## src/rtl/kyber_pkg.sv

```systemverilog
// Shared Kyber constants and the decoder FSM state type used by byte_decode_stream.
package kyber_pkg;

  localparam int unsigned KYBER_Q = 3329;
  localparam int unsigned KYBER_N = 256;

  typedef enum logic [1:0] {
    IDLE,
    RUN,
    DONE
  } decode_state_e;

endpackage

```

## src/rtl/decode_bit_acc.sv

```systemverilog
// LSB-first bit accumulator: bytes are appended above the valid bits, D-bit
// coefficients are popped from the bottom; push and pop may share a cycle.
module decode_bit_acc #(
  parameter int D     = 12,
  parameter int ACC_W = D + 7
) (
  input  logic                         clk,
  input  logic                         rst,
  input  logic                         i_push,
  input  logic [7:0]                   i_byte,
  input  logic                         i_pop,
  output logic [D-1:0]                 o_coeff,
  output logic [$clog2(ACC_W+1)-1:0]   o_cnt,
  output logic                         o_room
);

  localparam int CW = $clog2(ACC_W + 1);

  logic [ACC_W-1:0] r_acc;
  logic [CW-1:0]    r_cnt;
  logic [ACC_W-1:0] w_accAfter;
  logic [CW-1:0]    w_cntAfter;

  // The pop is applied first so a same-cycle push lands right above the survivors.
  always_comb begin
    w_accAfter = r_acc;
    w_cntAfter = r_cnt;
    if (i_pop) begin
      w_accAfter = r_acc >> D;
      w_cntAfter = r_cnt - CW'(D);
    end
  end

  assign o_room  = (32'(w_cntAfter) + 32'd8) <= 32'(ACC_W);
  assign o_coeff = r_acc[D-1:0];
  assign o_cnt   = r_cnt;

  always_ff @(posedge clk or negedge rst) begin
    if (!rst) begin
      r_acc <= '0;
      r_cnt <= '0;
    end else if (i_push) begin
      r_acc <= w_accAfter | (ACC_W'(i_byte) << w_cntAfter);
      r_cnt <= w_cntAfter + CW'(8);
    end else begin
      r_acc <= w_accAfter;
      r_cnt <= w_cntAfter;
    end
  end

endmodule

```

## src/rtl/byte_decode_stream.sv

```systemverilog
// Streaming ByteDecode_D: unpacks NUM_COEFFS*D/8 bytes into NUM_COEFFS D-bit coefficients.
// Optional macro DECODE_MODQ_CHK_EN adds a sticky err flag for coefficients >= KYBER_Q.
module byte_decode_stream
  import kyber_pkg::*;
#(
  parameter int D          = 12,
  parameter int NUM_COEFFS = 256
) (
  input  logic         clk,
  input  logic         rst,
  input  logic         start,
  input  logic [7:0]   in_byte,
  input  logic         in_valid,
  output logic         in_ready,
  output logic [D-1:0] out_coeff,
  output logic         out_valid,
  input  logic         out_ready,
  output logic [7:0]   out_idx,
  output logic         done,
  output logic         busy,
  output logic         err
);

  localparam int ACC_W       = D + 7;
  localparam int CW          = $clog2(ACC_W + 1);
  localparam int TOTAL_BYTES = NUM_COEFFS * D / 8;
  localparam int BW          = $clog2(TOTAL_BYTES + 1);
  localparam int NW          = $clog2(NUM_COEFFS + 1);

  if (D < 1 || D > 12) begin : g_bad_d
    $error("byte_decode_stream: D=%0d outside legal range 1..12", D);
  end
  if (NUM_COEFFS % 8 != 0) begin : g_bad_n
    $error("byte_decode_stream: NUM_COEFFS=%0d is not a multiple of 8", NUM_COEFFS);
  end

  decode_state_e r_state, w_nextState;

  logic [BW-1:0] r_byteCount;
  logic [NW-1:0] r_coeffCount;
  logic [D-1:0]  r_outCoeff;
  logic          r_outValid;
  logic [7:0]    r_outIdx;

  logic [D-1:0]  w_coeff;
  logic [CW-1:0] w_cnt;
  logic          w_room;
  logic          w_push;
  logic          w_pop;
  logic          w_outFire;
  logic          w_last;
  logic          w_startAccepted;

  assign w_startAccepted = (r_state == IDLE) && start;
  assign w_outFire       = r_outValid && out_ready;
  assign w_last          = w_outFire && (r_coeffCount == NW'(NUM_COEFFS - 1));
  assign w_pop           = (r_state == RUN) && (w_cnt >= CW'(D)) && (!r_outValid || out_ready);
  assign in_ready        = (r_state == RUN) && (r_byteCount < BW'(TOTAL_BYTES)) && w_room;
  assign w_push          = in_valid && in_ready;

  decode_bit_acc #(
    .D     (D),
    .ACC_W (ACC_W)
  ) u_acc (
    .clk     (clk),
    .rst     (rst),
    .i_push  (w_push),
    .i_byte  (in_byte),
    .i_pop   (w_pop),
    .o_coeff (w_coeff),
    .o_cnt   (w_cnt),
    .o_room  (w_room)
  );

  always_ff @(posedge clk or negedge rst) begin
    if (!rst) r_state <= IDLE;
    else      r_state <= w_nextState;
  end

  always_comb begin
    w_nextState = r_state;
    case (r_state)
      IDLE:    if (start) w_nextState = RUN;
      RUN:     if (w_last) w_nextState = DONE;
      DONE:    w_nextState = IDLE;
      default: w_nextState = IDLE;
    endcase
  end

  // The output slot is refilled on the same edge it is drained, so a ready consumer sees one coefficient per cycle.
  always_ff @(posedge clk or negedge rst) begin
    if (!rst) begin
      r_byteCount  <= '0;
      r_coeffCount <= '0;
      r_outCoeff   <= '0;
      r_outValid   <= 1'b0;
      r_outIdx     <= '0;
    end else begin
      if (w_startAccepted) begin
        r_byteCount  <= '0;
        r_coeffCount <= '0;
      end else begin
        if (w_push)    r_byteCount  <= r_byteCount + BW'(1);
        if (w_outFire) r_coeffCount <= r_coeffCount + NW'(1);
      end
      if (w_pop) begin
        r_outCoeff <= w_coeff;
        r_outValid <= 1'b1;
      end else if (w_outFire) begin
        r_outValid <= 1'b0;
      end
      if (w_last || w_startAccepted) r_outIdx <= '0;
      else if (w_outFire)            r_outIdx <= r_outIdx + 8'd1;
    end
  end

`ifdef DECODE_MODQ_CHK_EN
  logic r_err;

  always_ff @(posedge clk or negedge rst) begin
    if (!rst)                                       r_err <= 1'b0;
    else if (w_startAccepted)                       r_err <= 1'b0;
    else if (w_pop && (32'(w_coeff) >= KYBER_Q))    r_err <= 1'b1;
  end

  assign err = r_err;
`else
  assign err = 1'b0;
`endif

  assign out_coeff = r_outCoeff;
  assign out_valid = r_outValid;
  assign out_idx   = r_outIdx;
  assign done      = (r_state == DONE);
  assign busy      = (r_state == RUN);

endmodule
```

## config.mk

```make
export PLATFORM = sky130hd
export DESIGN_NAME = byte_decode_stream
export DESIGN_NICKNAME = d
export VERILOG_FILES = /design/src/rtl/kyber_pkg.sv /design/src/rtl/decode_bit_acc.sv /design/src/rtl/byte_decode_stream.sv
export SDC_FILE = /design/constraint.sdc
export NUM_CORES = 1
export LEC_CHECK = 0
export ABC_AREA = 1
export CORE_MARGIN = 3
export CORE_UTILIZATION = 50
export DETAILED_ROUTE_END_ITERATION = 6
export HOLD_SLACK_MARGIN = 0.08
export MAX_ROUTING_LAYER = met4
export PLACE_DENSITY = 0.72
export SYNTH_ARGS = -nofsm -noshare
export SYNTH_HDL_FRONTEND = slang
export SYNTH_SLANG_ARGS = --single-unit
export TNS_END_PERCENT = 1
```

## constraint.sdc

```tcl
create_clock -name clk -period 4.29 [get_ports clk]
set_input_delay 1.287 -clock clk [delete_from_list [all_inputs] [get_ports clk]]
set_output_delay 1.287 -clock clk [all_outputs]
set_load 0.005 [all_outputs]
```

After elaboration in Yosys (flattened, before gate mapping)
Index checks and enable logic that the tools add are counted.

word-level totals
  register bits after elaboration = 65
  latch bits = 0
  bits in writable memories = 0
  memory bits (read-only) = 0
  input port bits = 13
  output and inout port bits = 25
  word-level logic and storage cells = 56
  memories kept = 0

operators by class
  $add $sub $neg = 6
  multiply operators = 0
  divide/modulo/power cells = 0
  magnitude comparators = 3
  equal/unequal tests = 5
  shift-type cells = 1
  mux-type cells = 15
  bitwise gates (word level) = 1
  reductions and logical operators = 17

operators by type and width
  operator             number
  $mux 19              2
  $mux 9               4
  $le 32x5->1 const B  1
  $or 19x19->19        1
  $shl 8x5->19         1
  $add 9x1->9 const B  2
  $mux 8               2
  $mux 5               2
  $eq 9x8->1 const B   1
  $lt 9x9->1 const B   1
  $add 8x1->8 const B  1
  $logic_and 1x1->1    8
  $reduce_bool 2->1    4
  $add 5x4->6 const B  1
  $add 5x4->5 const B  1
  $ge 5x4->1 const B   1
  $sub 5x4->5 const B  1
  $mux 2               2
  $pmux 2 s2           1
  $eq 2x1->1 const B   1
  $eq 2x2->1 const B   1
  $logic_not 2->1      1
  $logic_or 1x1->1     2
  $mux 1               2
  4 further kinds      4

Longest topological paths before layout
Gate-level depths: netlist of run 1.

  word-level depth = 10
  mapped depth = 13
  mapped depth without buffers = 12

Hierarchy
A second synthesis of run 1 with hierarchy kept.

unflattened totals
  cells, all modules = 438
  area total of the unflattened synthesis = 3403.3 µm²

by module, submodules not included
  module              instances  cells each  area each (µm²)  sequential area each (µm²)
  byte_decode_stream  1          266         2048.2           1026.0
  decode_bit_acc      1          172         1355.0           550.5

Worst setup path after synthesis of run 1
OpenSTA, ideal clock, no wires.

  path type = input to output
  start = input out_ready
  end = output in_ready
  arrival time = 1.984 ns
  data required time = 3.003 ns
  setup slack = 1.019 ns
  stages on the path = 8
  buffers on the path = 0
  cell sequence = inv_1 nand2_1 nand3_4 nand2_1 nand2_2 nor2_4 nand2_1 inv_1

on the way
  word-level cells in the longest chain between the ends = 6

RTL lines
  element            line                      source
  start, declared    byte_decode_stream.sv:17  input logic out_ready,
  $logic_or 1x1->1   byte_decode_stream.sv:57  assign w_pop = (r_state == RUN) && (w_cnt >= CW'(D)) && (!r_outValid || out_ready);
  $logic_and 1x1->1  byte_decode_stream.sv:57
  $mux 5             decode_bit_acc.sv:28      if (i_pop) begin
  $add 5x4->6        decode_bit_acc.sv:34      assign o_room = (32'(w_cntAfter) + 32'd8) <= 32'(ACC_W);
  $le 32x5->1        decode_bit_acc.sv:34
  $logic_and 1x1->1  byte_decode_stream.sv:58  assign in_ready = (r_state == RUN) && (r_byteCount < BW'(TOTAL_BYTES)) && w_room;
  end, declared      byte_decode_stream.sv:14  output logic in_ready,

Every way passes these cells.

Worst setup path in the final report of run 1
  start = input out_ready
  end = output in_ready

on the way
  word-level cells in the longest chain between the ends = 6

RTL lines
  element                        line                      source
  $logic_or 1x1->1               byte_decode_stream.sv:57
  $logic_and 1x1->1              byte_decode_stream.sv:57
  $mux 5                         decode_bit_acc.sv:28
  named net u_acc.w_cntAfter[2]  decode_bit_acc.sv:22      logic [CW-1:0] w_cntAfter;
  $add 5x4->6                    decode_bit_acc.sv:34
  $le 32x5->1                    decode_bit_acc.sv:34
  $logic_and 1x1->1              byte_decode_stream.sv:58

The timed path passes the listed nets, and every way through them passes these cells.

==> run metrics, run 1 <==
status finished clean; most common cell in the netlist nand2_1; max cap viols 0; nets about 450; Top delay family on crit path buffers and inverters; Tmin final around 3.9 ns; Core Area around 6000 µm²; postcts setup bufs 0; Buf+Inv Stages, Crit Path 5; kind of critical path input pin to output port; Placer Congestion between 0.8 and 0.9; CTS Buffer Depth 2; CTS root buf clkbuf_8; CP required around 3 ns; setup violators final 0; number of DRC markers in iteration 0 133; Async S/R FF share, synth 100%; Worst-Skew Late Latency roughly 0.34 ns; total power between 2000 and 3000 µW; hold buffers post-CTS 0; max frequency about 260 MHz; Avg Cell Area, Syn ~8.3 µm²; final instance area ~3800 µm²; antenna violations before repair 0; CP max-delay cell clkdlybuf4s50_1; # DRC 0; Die Wd 85.5 µm; CTS tree done; clock net sink count 63; final period utilization between 90% and 100%; crit-path max cell delay ~0.5 ns; PwrDens 718 nW/µm²; Syn Std Cell Area 3160 µm²; syn_nets ~400; main flop type after synthesis dfrtp_1; share of cells above drive strength 1 a little under an eighth; pre-CTS WS roughly 0.052 ns; Crit path top cell by count nand2_2; Area after DPL approximately 3600 µm²; biggest area consumer among synthesized cells dfrtp_1; RSZ-0062 raised after global routing no; Max IR drop VDD roughly 0.54 mV; wire length on met1 3100 µm; top cells by area, synth dfrtp_1, nand2_1, inv_1; leakage just under 0.002 µW; # rows 28; Final Max Tran Viols 0; post-CTS resize count 0; WL met3 238 µm; PnR worst setup slack roughly 0.4 ns; crit-path cells dlymetal6s2s_1 > inv_1 > nand2_2 > buf_4 > nand4_1 > nand2_2 > nand2_2 > nand2_1 > inv_1 > clkdlybuf4s50_1; die height ~86 µm; Yosys cell types 33; Hold Path Class flip-flop to flip-flop; largest net degree at the start of global routing 41; routed vias/inst about 5; IO Count 38; CP arrival between 2 and 3 ns; routed vias ~2,500; worst hold margin 0.461 ns; Die Area 7310 µm²; Yosys reg bits 63; Mapped Cells between 300 and 400; Routed WL about 6300 µm; Critical Path End Type output port; Post-DRT Antenna Nets 0; top layer in use met4; CTS clock-pin slew for the worst setup and hold paths 0.06 ns; register area share after synthesis around half; drt pass-1 iters 4; total global routing overflow 0; first-pass GRT wire length between 10,000 and 15,000 µm; Initial Utilization 52.5%; number of synthesized flops with an enable pin 0; CP max FO 6; count of final hold-check violations 0; routed len/inst about 12 µm; crit path launch type input pin; hpwl dp 4340 µm; total CTS buffers 9; Setup Skew between 0.006 and 0.007 ns; Post-synth top cells nand2_1, dfrtp_1, inv_1; n_diodes 0; IO Port Bufs 36; Syn-to-layout area delta 21.3%; Final TNS setup 0 ns; met2 wire length approximately 2800 µm; Yosys top cell area share about 50%; H-tree depth 3; number of global-route vias before repair about 2,400; GRT Resource Usage Total around a fifth; Ys Warns 0
through the flow:
step	utilization, %	cells
2_1_floorplan	-	383
3_3_place_gp	60.0	492
6_report	63.7	508
5_1_grt	63.7	508
4_1_cts	63.5	508
3_5_place_dp	60.0	492
cells in the final DEF (no fill, tap or decap), types with 3 or more instances in the layout:
master / count
nand2_1: 112
dfrtp_1: 63
inv_1: 41
clkdlybuf4s50_1: 34
nor2_1: 30
o21ai_0: 22
nand3_1: 17
o21ai_1: 15
clkbuf_8: 12
xor2_1: 9
buf_4: 9
nand2_2: 8
nand4_1: 8
a21oi_1: 7
ha_1: 6
nor3_1: 5
mux2_2: 5
inv_2: 3
worst min-delay path: stages (launching register included):
cell and delay [ns]:
dfrtp_1 0.34, nand2_1 0.05, inv_1 0.04
per-layer routing:
metal	up-vias	GRT usage, %
met5	-	-
met4	0	9.50
met3	10	3.27
met2	46	28.8
met1	1159	27.7
li1	1309	-
cell families (layout without fill, tap and decap cells):
group | count (synthesis) | in the layout | share of synthesized area (%)
AO/OA/AOI/OAI | 52 | 52 | 8.78
XOR/XNOR | 10 | 10 | 2.77
adder cells (fa/ha/maj) | 6 | 6 | 2.37
buffers and inverters | 55 | 105 | 7.12
flip-flops | 63 | 63 | 49.9
multiplexers | 5 | 5 | 1.78
other | 1 | 1 | 0.119
AND/OR/NAND/NOR | 191 | 191 | 27.2
final timing paths:
check | slack, ns | from | endpoint | depth (start not counted)
worst min-delay path | 0.46 | u_acc.r_acc[16]$_DFF_PN0_ | u_acc.r_acc[16]$_DFF_PN0_ | 2
min in group asynchronous | 0.84 | rst | out_coeff[0]$_DFFE_PN0P_ | 1
worst max register to register | 1.88 | u_acc.o_cnt[2]$_DFF_PN0_ | u_acc.r_acc[4]$_DFF_PN0_ | 12
worst min register to register | 0.46 | u_acc.r_acc[16]$_DFF_PN0_ | u_acc.r_acc[16]$_DFF_PN0_ | 2
worst max-delay path | 0.40 | out_ready | in_ready | 10
max in group asynchronous | 2.80 | rst | r_coeffCount[4]$_DFFE_PN0P_ | 2
flip-flops by register name, summed over array words and instances, names as in the netlist:
| register | cells |
|---|---|
| u_acc.r_acc | 19 |
| out_coeff | 12 |
| r_byteCount | 9 |
| r_coeffCount | 9 |
| out_idx | 8 |
| u_acc.o_cnt | 3 |
| r_state | 2 |
| out_valid | 1 |
layout make-up:
cell class              instances  area (µm²)
clock buffers                  14         173
repair buffers                 45         425
multi-input cells             265        1370
fillers                       528        2190
clock inverters                 2        37.5
inverters                      44         165
well taps                      75        93.8
flip-flops and latches         63        1580
report_power, final:
group	leakage, µW	internal [µW]	total [µW]	switching (µW)
sequential	0.000820	807	956	149
combinational	0.00102	528	1260	727
clock	0.000103	317	543	226
(Power assumes the default switching activity.)
==> inputs of run 2 (changes only) <==
Settings changed: CORE_UTILIZATION 50 to 30, PLACE_DENSITY 0.72 to 0.47.
==> run metrics, run 2 (synthesis results as in run 1) <==
die height 109 µm (+27%); CP arrival 2.61 ns (about the same); final period utilization 90.9% (+0.33 points); combinational fraction of design power 43.9% (-1.7 points); CP startpoint out_ready; share of cells above drive strength 1 11.3% (+0.026 points); final core occ 39.3% (-24 points); H-tree depth 3 (unchanged); setup violators final 0 (unchanged); CTS tree done; n_diodes 0 (unchanged); # rows 36 (+29%); worst-margin pin slew 0.985 ns; origin of the worst min-delay path u_acc.r_acc[16]$_DFF_PN0_; RR Endpoint u_acc.r_acc[4]$_DFF_PN0_; Net Sw Power 1110 µW (+0.74%); Setup Skew 0.0101 ns (+0.00343 ns); Hold Path Class flip-flop to flip-flop; routed vias 2,477 (-1.9%); kind of critical path input pin to output port; CTS Buffer Depth 2 (unchanged); number of DRC markers in iteration 0 109 (-18%); GRT Resource Usage Total 12.5% (-7.5 points); Core Area 10000 µm² (+66%); Syn-to-layout area delta 24.4%; routed vias/inst 4.38 (-12%); commonest cells after routing, fill and taps aside nand2_1, dfrtp_1, inv_1; count of final hold-check violations 0 (unchanged); commonest non-fill, non-tap cell in the layout nand2_1; Layout fillers 1,029 (+95%); switch share 39.5% (-0.57 points); leakage 0.00196 µW (+0.85%); Int Pwr 1700 µW (+3.2%); total CTS buffers 9 (unchanged); Post-DRT Antenna Nets 0 (unchanged); Worst-Skew Late Latency 0.33 ns (about the same); postcts setup bufs 0 (unchanged); Reg power frac 33.8% (-0.9 points); max frequency 256 MHz (-0.36%); PwrDens 716 nW/µm² (-0.33%); slew margin rel. 34.3%; post-CTS resize count 0 (unchanged); routed len/inst 11.9 µm (-4.2%); hold buffers post-CTS 0 (unchanged); number of global-route vias before repair 2,342 (-3.2%); clock network fraction of design power 22.4% (+2.7 points); status finished clean; largest net degree at the start of global routing 48 (+17%); CTS clock-pin slew for the worst setup and hold paths 0.07 ns (about the same); total global routing overflow 0 (unchanged); hold worst-path end u_acc.r_acc[16]$_DFF_PN0_; antenna violations before repair 0 (unchanged); CP required 3.00 ns (about the same); Placer Congestion 0.776 (-4.5%); nets 446 (-0.22%); FF-to-FF Start u_acc.o_cnt[2]$_DFF_PN0_; Final TNS setup 0 ns (unchanged); IO Port Bufs 36 (unchanged); Die Area 11,800 µm² (+61%); max reg flops 19 (unchanged); Max IR drop VDD 0.334 mV (-38%); Most flops, register u_acc.r_acc; CP max FO 6 (unchanged); CTS root buf clkbuf_8; RSZ-0062 raised after global routing no; IO Count 38 (unchanged); Die Wd 109 µm (+27%); # DRC 0 (unchanged); worst reg2reg setup slack 1.83 ns (-0.05 ns); R2R cell count 12 (unchanged); Critical Path End Type output port; Final Max Tran Viols 0 (unchanged); Tmin final 3.90 ns (+0.0142 ns); drt pass-1 iters 4 (unchanged); clock net sink count 63 (unchanged); hpwl dp 4620 µm (+6.4%); crit path launch type input pin; Initial Utilization 31.6% (-21 points); hold depth 2 (unchanged); max cap viols 0 (unchanged); first-pass GRT wire length 11,200 µm (+0.25%); Routed WL 6700 µm (+6.6%)
-- run 2: cell types whose count changed in the layout (fill, tap and decap cells not counted), sizes merged --
cell | before | now
buf | 10 | 9
bufinv | 1 | 3
clkbuf | 14 | 9
clkinv | 0 | 4
clkinvlp | 1 | 0
-- run 2: area by class of cell --
cell class | instances | area [µm²] | share of cell area (%)
clock buffer | 9 | 124 | 3.15
clock inverter | 7 | 121 | 3.09
inverter | 44 | 165 | 4.20
multi-input combinational | 265 | 1360 | 34.6
sequential | 63 | 1580 | 40.1
tap | 133 | 166 | 4.23
timing repair buffer | 44 | 418 | 10.6
-- run 2: per-stage QoR --
step	hold slack [ns]	cell area, µm²	cells	total power (µW)	setup WS, ns
3_3_place_gp	0.443	3680	549	2200	0.0181
6_report	0.463	3930	565	2810	0.390
2_1_floorplan	0.431	3160	383	1770	1.02
5_1_grt	0.500	3930	565	3080	0.294
3_5_place_dp	0.447	3680	549	2210	0.0362
4_1_cts	0.467	3930	565	2860	0.00925
-- run 2: critical path: stages --
cell and delay (ns):
clkdlybuf4s50_1 0.48, inv_1 0.05, nand2_2 0.10, buf_4 0.15, nand4_1 0.10, nand2_1 0.12
nand2_2 0.08, nand2_1 0.07, inv_1 0.03, dlymetal6s2s_1 0.14
-- run 2: worst max-delay path by stage --
stage               endpoint  slack [ns]  depth (start not counted)
detailed placement  in_ready        0.04                         10
finish              in_ready        0.39                         10
global route        in_ready        0.29                         10
floorplan           in_ready        1.02                          8
CTS                 in_ready       0.009                         10
global placement    in_ready        0.02                         10
-- run 2: routing by layer --
layer / routed length (µm) / global-route usage (%) / vias up
met3: 210 / 2.61 / 4
met1: 3560 / 18.1 / 1142
met4: 53 / 4.87 / 0
met5: 0 / - / -
li1: - / - / 1302
met2: 2880 / 16.9 / 29
-- run 2: power by group through the flow --
stage                     clock (µW)  sequential [µW]  combinational (µW)
after detailed placement           0              961                1250
final                            630              950                1230
after floorplan                    0              933                 841
after global placement             0              958                1240
after global routing             677              982                1420
after CTS                        656              950                1250
